===== config.mk =====
export PLATFORM = sky130hd
export DESIGN_NAME = alu_core
export DESIGN_NICKNAME = d
export VERILOG_FILES = /design/src/rtl/alu_core.sv
export SDC_FILE = /design/constraint.sdc
export NUM_CORES = 1
export LEC_CHECK = 0
export BUFFER_PORTS_ARGS = -buffer_cell sky130_fd_sc_hd__buf_2
export CAP_MARGIN = 15
export CORE_MARGIN = 4
export CORE_UTILIZATION = 30
export CTS_BUF_LIST = sky130_fd_sc_hd__clkbuf_8
export CTS_CLUSTER_SIZE = 8
export DETAILED_ROUTE_END_ITERATION = 12
export PLACE_DENSITY = 0.58
export RECOVER_POWER = 25
export REMOVE_ABC_BUFFERS = 1
export SETUP_SLACK_MARGIN = 0.02
export SYNTH_ARGS = -nofsm -noshare
export SYNTH_HDL_FRONTEND = slang
export SYNTH_SLANG_ARGS = --single-unit

===== constraint.sdc =====
create_clock -name CLK -period 2.2 [get_ports CLK]
set_input_delay 0.44 -clock CLK [delete_from_list [all_inputs] [get_ports CLK]]
set_output_delay 0.44 -clock CLK [all_outputs]
set_load 0.05 [all_outputs]

===== src/rtl/alu_core.sv =====
// alu_core: execute-stage ALU of the 16-bit, 4-phase multicycle CPU.
// Decodes the instruction word and combines sr1/sr2, the immediate fields and
// pc into one 16-bit result. The result is captured on the execute-phase edge.
// It is either the register write-back value or, for branches, the next pc.
`timescale 1ns/1ps

module alu_core (
  input  logic        CLK,
  input  logic        RSTN,
  output logic [15:0] q,
  input  logic [15:0] sr1,
  input  logic [15:0] sr2,
  input  logic [15:0] pc,
  input  logic [15:0] ir,
  input  logic [3:0]  ph
);

  // Instruction classes, ir[15:14]
  localparam logic [1:0] CLS_RTYPE  = 2'b00;
  localparam logic [1:0] CLS_IMM    = 2'b01;
  localparam logic [1:0] CLS_BRANCH = 2'b10;
  localparam logic [1:0] CLS_MEM    = 2'b11;

  // R-type function codes, ir[4:0]
  localparam logic [4:0] FN_MOV = 5'b00000;
  localparam logic [4:0] FN_NOT = 5'b00001;
  localparam logic [4:0] FN_ADD = 5'b00010;
  localparam logic [4:0] FN_SUB = 5'b00011;
  localparam logic [4:0] FN_AND = 5'b00100;
  localparam logic [4:0] FN_OR  = 5'b00101;
  localparam logic [4:0] FN_XOR = 5'b00110;
  localparam logic [4:0] FN_SLL = 5'b00111;
  localparam logic [4:0] FN_SRL = 5'b01000;
  localparam logic [4:0] FN_SRA = 5'b01001;

  // Branch conditions, ir[13:11]; 101..111 are never taken
  localparam logic [2:0] CC_ALWAYS = 3'b000;
  localparam logic [2:0] CC_NZ     = 3'b001;
  localparam logic [2:0] CC_Z      = 3'b010;
  localparam logic [2:0] CC_NEG    = 3'b011;
  localparam logic [2:0] CC_POS    = 3'b100;

  // Decoded instruction fields
  logic [1:0]  cls;
  logic [4:0]  func;
  logic [2:0]  cond;
  logic [2:0]  dst_sel;
  logic [15:0] simm8;
  logic [15:0] simm5;

  // Datapath intermediates
  logic [3:0]  shamt;
  logic [15:0] sll_res;
  logic [15:0] srl_res;
  logic [15:0] sra_res;
  logic [15:0] add_res;
  logic [15:0] sub_res;
  logic [15:0] rtype_res;
  logic [15:0] imm_res;
  logic        taken;
  logic [15:0] branch_res;
  logic [15:0] mem_res;
  logic [15:0] result_next;

  // Only the execute phase moves q; the other phase bits are informational here.
  logic unused_ph;
  assign unused_ph = ^{ph[3], ph[1:0]};

  // Split the instruction word into its fields and sign-extend the immediates
  always_comb begin
    cls     = ir[15:14];
    func    = ir[4:0];
    cond    = ir[13:11];
    dst_sel = ir[10:8];
    simm8   = {{8{ir[7]}}, ir[7:0]};
    simm5   = {{11{ir[4]}}, ir[4:0]};
  end

  // Barrel shifts of sr1 by the low nibble of sr2; SRA replicates the sign bit
  always_comb begin
    shamt   = sr2[3:0];
    sll_res = sr1 << shamt;
    srl_res = sr1 >> shamt;
    sra_res = $unsigned($signed(sr1) >>> shamt);
  end

  // Shared adder/subtractor, all modulo 2^16 with carries discarded
  always_comb begin
    add_res = sr1 + sr2;
    sub_res = sr1 - sr2;
  end

  // R-type function select; unassigned codes produce zero
  always_comb begin
    rtype_res = 16'h0000;
    case (func)
      FN_MOV:  rtype_res = sr2;
      FN_NOT:  rtype_res = ~sr2;
      FN_ADD:  rtype_res = add_res;
      FN_SUB:  rtype_res = sub_res;
      FN_AND:  rtype_res = sr1 & sr2;
      FN_OR:   rtype_res = sr1 | sr2;
      FN_XOR:  rtype_res = sr1 ^ sr2;
      FN_SLL:  rtype_res = sll_res;
      FN_SRL:  rtype_res = srl_res;
      FN_SRA:  rtype_res = sra_res;
      default: rtype_res = 16'h0000;
    endcase
  end

  // Immediate class: a zero destination field means load-immediate, else add-immediate
  always_comb begin
    if (dst_sel == 3'b000) begin
      imm_res = simm8;
    end else begin
      imm_res = sr1 + simm8;
    end
  end

  // Branch condition evaluated on sr1, then pick target or fall-through pc
  always_comb begin
    taken = 1'b0;
    case (cond)
      CC_ALWAYS: taken = 1'b1;
      CC_NZ:     taken = (sr1 != 16'h0000);
      CC_Z:      taken = (sr1 == 16'h0000);
      CC_NEG:    taken = sr1[15];
      CC_POS:    taken = ~sr1[15];
      default:   taken = 1'b0;
    endcase
    branch_res = taken ? (pc + simm8) : pc;
  end

  // Memory class computes an effective address from a 5-bit signed offset
  always_comb begin
    mem_res = sr1 + simm5;
  end

  // Final result mux by instruction class
  always_comb begin
    result_next = 16'h0000;
    case (cls)
      CLS_RTYPE:  result_next = rtype_res;
      CLS_IMM:    result_next = imm_res;
      CLS_BRANCH: result_next = branch_res;
      CLS_MEM:    result_next = mem_res;
      default:    result_next = 16'h0000;
    endcase
  end

  // Result register: cleared asynchronously, loaded only on the execute-phase edge
  always_ff @(posedge CLK or posedge RSTN) begin
    if (RSTN) begin
      q <= 16'h0000;
    end else if (ph[2]) begin
      q <= result_next;
    end
  end

endmodule


After elaboration in Yosys (flattened, before gate mapping)
Index checks and enable logic that the tools add are counted.

storage, ports and cells
  bits in registers = 16
  bits in latches = 0
  bits in read-only memories = 0
  bits in writable memories = 0
  logic and storage cells = 41
  output and inout port bits = 16
  memories = 0
  input bits = 70

operators by class
  multiply operators = 0
  add/sub/neg operators = 5
  reduce and logical (&&, ||, !) cells = 6
  div/mod/pow operators = 0
  shift-type cells = 3
  muxes and demuxes = 5
  order comparisons = 0
  equal/unequal tests = 16
  bitwise gates (word level) = 5

operators by type and width
  kind                                                  number
  one-hot mux 16 bit (10 select lines)                  1
  adder 16 bit                                          4
  one-hot mux 16 bit (4 select lines)                   1
  2-to-1 mux 16 bit                                     2
  equality test 5 x 3 -> 1 bit (second input constant)  4
  bitwise AND 16 bit                                    1
  logical NOT 16 bit                                    1
  inverter 16 bit                                       1
  bitwise OR 16 bit                                     1
  nonzero test 16 bit                                   1
  left shift 16 x 4 -> 16 bit                           1
  right shift 16 x 4 -> 16 bit                          1
  >>> shifter 16 x 4 -> 16 bit                          1
  subtractor 16 bit                                     1
  bitwise XOR 16 bit                                    1
  equality test 5 x 2 -> 1 bit (second input constant)  2
  equality test 5 x 4 -> 1 bit (second input constant)  2
  equality test 3 x 2 -> 1 bit (second input constant)  2
  logical NOT 3 bit                                     2
  equality test 5 x 1 -> 1 bit (second input constant)  1
  logical NOT 5 bit                                     1
  one-hot mux 1 bit (5 select lines)                    1
  equality test 2 bit (second input constant)           2
  equality test 3 x 1 -> 1 bit (second input constant)  1
  4 further kinds                                       4

Longest topological paths before layout
Gate-level depths: netlist (run 1).

  depth after elaboration = 4
  mapped depth = 19

Least setup slack after synthesis (run 1)
OpenSTA, ideal clock, no wires.

  path kind = input to register
  start = input ir[2]
  end = register q[14]
  arrival time = 3.653 ns
  cell stages on the path = 16
  buffers on the path = 1
  setup slack = -1.580 ns
  cells stage by stage = buf_2 -> or3_1 -> nor2_1 -> nand2_1 -> nand2_1 -> o21ai_0 -> fa_1 -> nor2b_1 -> o21ai_1 -> a211oi_1 -> o221ai_1 -> a211oi_1 -> mux2i_1 -> nor2_1 -> nor3_1 -> a21oi_1

between the ends
  cells in the longest elaborated chain, start to end = 3
  elaborated cells between the ends (all ways) = 17

RTL lines
  element                                    line  text
  start: declaration                         14    input logic [15:0] ir,
  adder 16 bit (tied with other cells)       131   branch_res = taken ? (pc + simm8) : pc;
  2-to-1 mux 16 bit (tied with other cells)  131
  one-hot mux 16 bit (4 select lines) *      142   case (cls)
  end signal: assignment                     156   q <= result_next;
  end: declaration                           10    output logic [15:0] q,

Mark *: on every way between the ends. The rest lies on a longest branch, timed or not.
A chain may end at the register's enable or synchronous reset.

Worst setup path in the final report (run 1)
  start = input ir[3]
  end = register q[10]

Same word-level chain as after synthesis.

==> reports/metrics.json, run 1 <==
{
  "synth.largest_area_cell": "sky130_fd_sc_hd__ha_1",
  "antenna_found_initial": 0,
  "largest_reg_flops": 16,
  "clock_sink_count": 16,
  "synth_cells": 926,
  "yosys.cell_types.count": 72,
  "finalSetupViolations": 16,
  "area_delta_synth_final_pct": 51.0,
  "initial_utilization_pct": 30.5,
  "holdCritPathClass": "primary input to asynchronous set/reset pin",
  "global_route.overflow_total": 0,
  "wl_met2_mm": 13.2,
  "multi_input_combinational_cell_area_um2": 6190,
  "clock_tree.buffer_depth": 2,
  "vdd.ir_drop.worst_uv": 187,
  "synth_sequential_area_ratio_pct": 6.01,
  "nets": 1432,
  "gp_routability_congestion": 0.954,
  "synth-seq-cells": 16,
  "drt_first_iter_violations": 540,
  "tightest_slew_ns": 0.789,
  "route.final.wire_length_mm": 28.7,
  "synth_edf_count": 0,
  "synth.yosys.warnings": 0,
  "hold_buffers": 0,
  "placement_rows": 54,
  "global_route_wire_length_before_repair_mm": 44.6,
  "via_count_of_the_first_global_routing_pass": 8273,
  "synth_area_um2": 6660,
  "antenna-diode-count": 0,
  "register_area_um2": 400,
  "htreeDepth": 1,
  "floorplan.die_area_um2": 24700,
  "cts_tree": "done",
  "violations": "setup timing",
  "layout_setup_ws_ns": -0.901,
  "final_design_area_no_fill_um2": 10100,
  "ys_top_cells_by_area": "sky130_fd_sc_hd__ha_1 (17%), sky130_fd_sc_hd__nor2_1 (6.3%), sky130_fd_sc_hd__dfrtp_1 (6.0%)",
  "static-leakage-power_nw": 4.74,
  "detail_route.vias_per_cell": 5.48,
  "clkTransAtPathRegs_ns": 0.08,
  "dpl.hpwl_mm": 23.4,
  "drv_slew": 0,
  "cts_root_buffer": "sky130_fd_sc_hd__clkbuf_8",
  "timing.critical_path.from_type": "primary input",
  "critPathMaxFanout": 3,
  "hold_violations": 0,
  "ys_dominant_reg_cell": "sky130_fd_sc_hd__dfrtp_1",
  "rsz_0062_raised_after_global_routing": "true",
  "yosys.area.top_type_share_pct": 16.7,
  "power.density_cell_area_nw_per_um2": 320,
  "top_level_ports": 86,
  "critical_path_arrival_ns": 3.26,
  "drt_drc_violations_left": 0,
  "synthesis.area_per_instance_um2": 7.19,
  "netlist_top_cells_count": "sky130_fd_sc_hd__nor2_1 (111), sky130_fd_sc_hd__ha_1 (89), sky130_fd_sc_hd__o21ai_0 (78), sky130_fd_sc_hd__a21oi_1 (76), sky130_fd_sc_hd__nand2_1 (73)",
  "port-buffer-count": 82,
  "layout_min_cycle_time_ns": 3.10,
  "global_route.usage.total_pct": 22.7,
  "drt_first_pass_iters": 7,
  "endpoint_kind": "flop",
  "reg2reg_depth": 2,
  "worst-setup-path-type": "primary input to flop",
  "regMostFlops": "q",
  "floorplan.core_area_um2": 21800,
  "clk-insertion-delay-late_ns": 0.27,
  "cp_data_required_time_ns": 2.36,
  "place_area_um2": 9490,
  "wl_met1_mm": 12.6,
  "layout-drive-gt1-share_pct": 38.4,
  "top_signal_layer_used": "met4",
  "grt_max_degree": 47,
  "layout.filler_cells": 2200,
  "post-layout-total-power_mw": 3.22,
  "largestRegisters": "q: 16 flops",
  "detailroute.via_count": 8489,
  "outcome": "finished, violations left",
  "avgRoutedWirePerCell_um": 18.6,
  "synth-async-reset-ratio_pct": 100,
  "period_share_pct": 141,
  "die_h_um": 157,
  "tritoncts.num_buffers": 3,
  "most_common_cell_in_the_synthesized_netlist": "sky130_fd_sc_hd__nor2_1",
  "skew_ns": 0,
  "route.antenna.remaining_nets": 0,
  "maxCapViolCount": 0,
  "routed-wl-met3_mm": 2.09,
  "max_freq_mhz": 323,
  "max-slew-margin-rel_pct": 47.4,
  "die_w_um": 157
}
[power by group]
part	internal, mW	switching [mW]	leakage, nW
logic	1.18	1.37	4.53
clock network	0.160	0.141	0.0288
registers	0.340	0.0336	0.185
total	1.68	1.54	4.74
[critical path, stage by stage]
cell,delay (ns)
sky130_fd_sc_hd__buf_6,0.10
sky130_fd_sc_hd__or3_4,0.41
sky130_fd_sc_hd__nor2_4,0.11
sky130_fd_sc_hd__nand2_2,0.09
sky130_fd_sc_hd__nand2_2,0.11
sky130_fd_sc_hd__o21ai_4,0.07
sky130_fd_sc_hd__fa_2,0.37
sky130_fd_sc_hd__nor2b_4,0.15
sky130_fd_sc_hd__o21ai_2,0.07
sky130_fd_sc_hd__a211oi_2,0.24
sky130_fd_sc_hd__o221ai_1,0.15
sky130_fd_sc_hd__buf_4,0.19
sky130_fd_sc_hd__buf_6,0.13
sky130_fd_sc_hd__a221oi_2,0.23
sky130_fd_sc_hd__o2111ai_1,0.15
sky130_fd_sc_hd__a221oi_2,0.19
sky130_fd_sc_hd__nor2_1,0.07
[kinds of logic after synthesis]
logic type / count (synthesis) / share of synthesized area [%]
AND/OR/NAND/NOR: 289 / 20.2
XOR/XNOR: 60 / 7.89
flip-flops: 16 / 6.01
AO/OA/AOI/OAI: 318 / 31.4
buffers and inverters: 101 / 6.29
adder cells (fa/ha/maj): 92 / 17.6
multiplexers: 50 / 10.5
[layer usage]
layer  up-vias  track usage [%]
met1      3956             30.6
met2       329             37.6
li1       4141                -
met4         0             7.37
met3        63             3.08
met5         -                0
[per-stage QoR]
stage	utilization, %	hold WS [ns]	cells	setup slack (ns)	TNS [ns]
global route	46.1	0.375	1549	-1.07	-13.37
detailed placement	43.5	0.508	1536	-1.63	-20.94
global placement	43.5	0.499	1536	-1.56	-20.17
finish	46.1	0.298	1549	-0.901	-10.86
floorplan	-	0.354	878	-1.42	-15.92
CTS	45.3	0.324	1545	-0.942	-10.59
[area by class of cell]
cell class | instances | area share, %
repair buffers | 387 | 28.5
clock buffers | 4 | 0.547
multi-input cells | 809 | 61.5
well taps | 280 | 3.48
flip-flops and latches | 16 | 3.98
inverters | 53 | 1.98
[worst paths after layout]
check | from | end | slack [ns]
setup / recovery | ir[3] | q[10] | -0.90
hold / removal | RSTN | q[13] | 0.30
setup reg to reg | q[15] | q[15] | 1.41
hold reg to reg | q[0] | q[0] | 0.52
max in group asynchronous | RSTN | q[7] | 1.41
min in group CLK | pc[15] | q[15] | 0.52
[repair_timing]
action,in CTS,in global routing
setup endpoints to repair,16,16
pin swaps,31,41
gates resized for setup,69,33
gates cloned,1,0
setup buffers,5,5
[layout by cell type (no fill, tap or decap), types with 9 or more instances in the layout]
cell | synthesis | layout
sky130_fd_sc_hd__a21oi_1 | 76 | 71
sky130_fd_sc_hd__o21ai_0 | 78 | 67
sky130_fd_sc_hd__nor2_1 | 111 | 105
sky130_fd_sc_hd__nor3_1 | 23 | 20
sky130_fd_sc_hd__buf_4 | 0 | 287
sky130_fd_sc_hd__o21ai_2 | 0 | 9
sky130_fd_sc_hd__xor2_1 | 26 | 26
sky130_fd_sc_hd__a22oi_1 | 11 | 11
sky130_fd_sc_hd__mux4_2 | 15 | 15
sky130_fd_sc_hd__or3_1 | 10 | 9
sky130_fd_sc_hd__mux2i_1 | 25 | 25
sky130_fd_sc_hd__nand3_1 | 16 | 16
sky130_fd_sc_hd__mux2_2 | 10 | 10
sky130_fd_sc_hd__o211ai_1 | 11 | 11
sky130_fd_sc_hd__buf_2 | 20 | 79
sky130_fd_sc_hd__ha_1 | 89 | 86
sky130_fd_sc_hd__xnor2_1 | 34 | 31
sky130_fd_sc_hd__a211oi_1 | 23 | 21
sky130_fd_sc_hd__inv_1 | 50 | 48
sky130_fd_sc_hd__o221ai_1 | 9 | 9
sky130_fd_sc_hd__nand2_1 | 73 | 67
sky130_fd_sc_hd__buf_6 | 2 | 11
sky130_fd_sc_hd__a21o_1 | 17 | 17
sky130_fd_sc_hd__a31oi_1 | 14 | 12
sky130_fd_sc_hd__dfrtp_1 | 16 | 16
sky130_fd_sc_hd__o21a_1 | 10 | 10
(Power assumes the default switching activity.)
==> inputs of run 2 (changes only) <==
- CORE_MARGIN: 4 -> 3
- HOLD_SLACK_MARGIN: unset -> 0.06
==> reports/metrics.json, run 2 (synthesis gave the netlist of run 1 again) <==
{
  "via_count_of_the_first_global_routing_pass": {"value": 8298, "change": "+0.30%"},
  "finalSetupViolations": {"value": 16, "change": "unchanged"},
  "dpl.hpwl": {"value": 23.0, "unit": "mm", "change": "-1.7%"},
  "critical-path-slowest-cell": "sky130_fd_sc_hd__ha_4",
  "gp_routability_congestion": {"value": 0.950, "change": "-0.43%"},
  "timing.rr.start": "q[15]",
  "initial_utilization": {"value": 31.1, "unit": "%", "change": "+0.58 points"},
  "layout-drive-gt1-share": {"value": 38.8, "unit": "%", "change": "+0.47 points"},
  "holdCritPathClass": "primary input to asynchronous set/reset pin",
  "antenna_found_initial": {"value": 1, "change": "+1"},
  "vdd.ir_drop.worst": {"value": 210, "unit": "uV", "change": "+12%"},
  "relative_contribution_of_combinational_cells_to_total_power": {"value": 80.7, "unit": "%", "change": "+1.7 points"},
  "cp_top_family": "compound AO/OA/AOI/OAI gates",
  "die_w": {"value": 155, "unit": "um", "change": "-1.3%"},
  "antenna-diode-count": {"value": 0, "change": "unchanged"},
  "tightest_slew": {"value": 1.10, "unit": "ns", "change": "+0.308 ns"},
  "worst-setup-path-type": "primary input to flop",
  "maxCapViolCount": {"value": 0, "change": "unchanged"},
  "skew": {"value": 0, "unit": "ns", "change": "unchanged"},
  "cts_root_buffer": "sky130_fd_sc_hd__clkbuf_8",
  "outcome": "finished, violations left",
  "tritoncts.num_buffers": {"value": 3, "change": "unchanged"},
  "static-leakage-power": {"value": 4.73, "unit": "nW", "change": "-0.28%"},
  "cp_data_required_time": {"value": 2.34, "unit": "ns", "change": "-0.02 ns"},
  "detailroute.via_count": {"value": 8385, "change": "-1.2%"},
  "critPathMaxFanout": {"value": 5, "change": "+2"},
  "critical_path_arrival": {"value": 3.25, "unit": "ns", "change": "about the same"},
  "placement_rows": {"value": 53, "change": "-1.9%"},
  "pwr-share-seq": {"value": 11.6, "unit": "%", "change": "about the same"},
  "floorplan.die_area": {"value": 24000, "unit": "um2", "change": "-2.5%"},
  "port-buffer-count": {"value": 82, "change": "unchanged"},
  "timing.critical_path.mode_cell": "sky130_fd_sc_hd__buf_6",
  "cts_tree": "done",
  "power.net_switching": {"value": 1.54, "unit": "mW", "change": "-0.20%"},
  "timing.critical_path.from": "ir[2]",
  "layout_commonest_cell": "sky130_fd_sc_hd__buf_4",
  "htreeDepth": {"value": 1, "change": "unchanged"},
  "layoutNonFillerInstCount": {"value": 1539, "change": "-0.65%"},
  "max-slew-margin-rel": {"value": 26.9, "unit": "%", "change": "-20 points"},
  "internal_power": {"value": 1.66, "unit": "mW", "change": "-1.5%"},
  "layout_setup_ws": {"value": -0.911, "unit": "ns", "change": "-0.0101 ns"},
  "worst-path-buf-inv": {"value": 5, "change": "+2"},
  "max_freq": {"value": 321, "unit": "MHz", "change": "-0.32%"},
  "timing.critical_path.from_type": "primary input",
  "drv_slew": {"value": 0, "change": "unchanged"},
  "cp_cell_sequence": "buf_6, buf_6, nor3_2, buf_4, and3_4, buf_6, nor2_4, xnor2_2, ha_4, buf_6, o21a_1, o31a_1, o2111ai_4, o2111ai_2, nand2_2, xor2_2, o22ai_1, o32a_1",
  "avgRoutedWirePerCell": {"value": 18.5, "unit": "um", "change": "-0.47%"},
  "route.antenna.remaining_nets": {"value": 0, "change": "unchanged"},
  "max_stage_delay": {"value": 0.29, "unit": "ns", "change": "-0.12 ns"},
  "global_route_wire_length_before_repair": {"value": 44.6, "unit": "mm", "change": "about the same"},
  "violations": "setup timing",
  "layout.filler_cells": {"value": 2188, "change": "-0.55%"},
  "clock_tree.buffer_depth": {"value": 2, "change": "unchanged"},
  "endpoint_kind": "flop",
  "top_level_ports": {"value": 86, "change": "unchanged"},
  "largestRegisters": "q: 16 flops",
  "layout_min_cycle_time": {"value": 3.11, "unit": "ns", "change": "+0.0101 ns"},
  "drt_drc_violations_left": {"value": 0, "change": "unchanged"},
  "p_sw_share": {"value": 48.2, "unit": "%", "change": "+0.32 points"},
  "clk-insertion-delay-late": {"value": 0.27, "unit": "ns", "change": "about the same"},
  "hold_buffers": {"value": 0, "change": "unchanged"},
  "rsz_0062_raised_after_global_routing": "true",
  "area_delta_synth_final_pct": 50.6,
  "clock_sink_count": {"value": 16, "change": "unchanged"},
  "mostFrequentLayoutCells": "sky130_fd_sc_hd__buf_4 (287), sky130_fd_sc_hd__nor2_1 (103), sky130_fd_sc_hd__ha_1 (84), sky130_fd_sc_hd__buf_2 (76), sky130_fd_sc_hd__a21oi_1 (71)",
  "drt_first_pass_iters": {"value": 5, "change": "-2"},
  "power.density_cell_area": {"value": 318, "unit": "nW/um2", "change": "-0.62%"},
  "floorplan.core_area": {"value": 21400, "unit": "um2", "change": "-1.9%"},
  "global_route.usage.total": {"value": 23.0, "unit": "%", "change": "+0.26 points"},
  "final_design_area_no_fill": {"value": 10000, "unit": "um2", "change": "-0.24%"},
  "largest_reg_flops": {"value": 16, "change": "unchanged"},
  "route.final.wire_length": {"value": 28.4, "unit": "mm", "change": "-1.1%"},
  "clkTransAtPathRegs": {"value": 0.08, "unit": "ns", "change": "about the same"},
  "drt_first_iter_violations": {"value": 520, "change": "-3.7%"},
  "regMostFlops": "q",
  "detail_route.vias_per_cell": {"value": 5.45, "change": "-0.58%"},
  "place_area": {"value": 9420, "unit": "um2", "change": "-0.80%"},
  "hold_violations": {"value": 0, "change": "unchanged"},
  "post-place-cells": {"value": 1525, "change": "-0.72%"},
  "grt_max_degree": {"value": 48, "change": "+2.1%"},
  "global_route.overflow_total": {"value": 0, "change": "unchanged"},
  "p_clk_share": {"value": 7.8, "unit": "%", "change": "-1.6 points"},
  "nets": {"value": 1428, "change": "-0.28%"},
  "period_share": {"value": 141, "unit": "%", "change": "+0.46 points"},
  "fin_worst_hold_slack": {"value": 0.498, "unit": "ns", "change": "+0.199 ns"},
  "die_h": {"value": 155, "unit": "um", "change": "-1.3%"}
}
-- run 2: changes by cell type in the layout (fill, tap and decap cells not counted), sizes merged --
cell,previous run,this run
buf,386,382
bufbuf,1,0
-- run 2: what timing repair did --
item,CTS,global route
gates resized for setup,74,43
setup endpoints to repair,16,16
setup buffers,7,4
pin swaps,38,40
-- run 2: tightest hold or removal path: cells and delay by family --
| kind | cells | cell delay (ns) |
|---|---|---|
| buf+inv | 3 | 0.93 |
-- run 2: power groups by stage --
stage,logic (mW),registers (mW),clock network [mW]
2_1_floorplan,1.09,0.534,0
3_3_place_gp,2.34,0.376,0
3_5_place_dp,2.36,0.375,0
4_1_cts,2.48,0.371,0.255
5_1_grt,2.81,0.376,0.259
6_report,2.58,0.370,0.248
-- run 2: routing by layer --
metal	wire length [um]	global-route usage (%)
met2	13200	38.2
met5	13	0
met1	12800	31.3
met4	799	6.52
met3	1680	2.78
-- run 2: per-stage QoR --
step           power, mW  setup slack [ns]  util (%)  TNS [ns]
2_1_floorplan       1.62             -1.42         -    -15.92
3_3_place_gp        2.72             -1.48      44.0    -18.91
3_5_place_dp        2.74             -1.57      44.0    -19.80
4_1_cts             3.11            -0.927      45.7    -10.50
5_1_grt             3.44             -1.09      46.8    -13.12
6_report            3.20            -0.911      46.8    -10.70
-- run 2: cell type report --
class / count / area (um2) / share of cell area (%)
flip-flops and latches: 16 / 400 / 3.99
inverters: 53 / 199 / 1.98
clock buffers: 3 / 41.3 / 0.412
repair buffers: 383 / 2780 / 27.7
multi-input cells: 809 / 6270 / 62.5
well taps: 275 / 344 / 3.43
-- run 2: path summary, 6_finish.rpt --
path | end | slack, ns | cells after the start
min in group CLK | q[15] | 0.52 | 4
worst min-delay path | q[7] | 0.50 | 3
max in group asynchronous | q[8] | 1.04 | 3
worst max-delay path | q[13] | -0.91 | 18
worst max register to register | q[15] | 1.41 | 2
worst min register to register | q[9] | 0.52 | 2
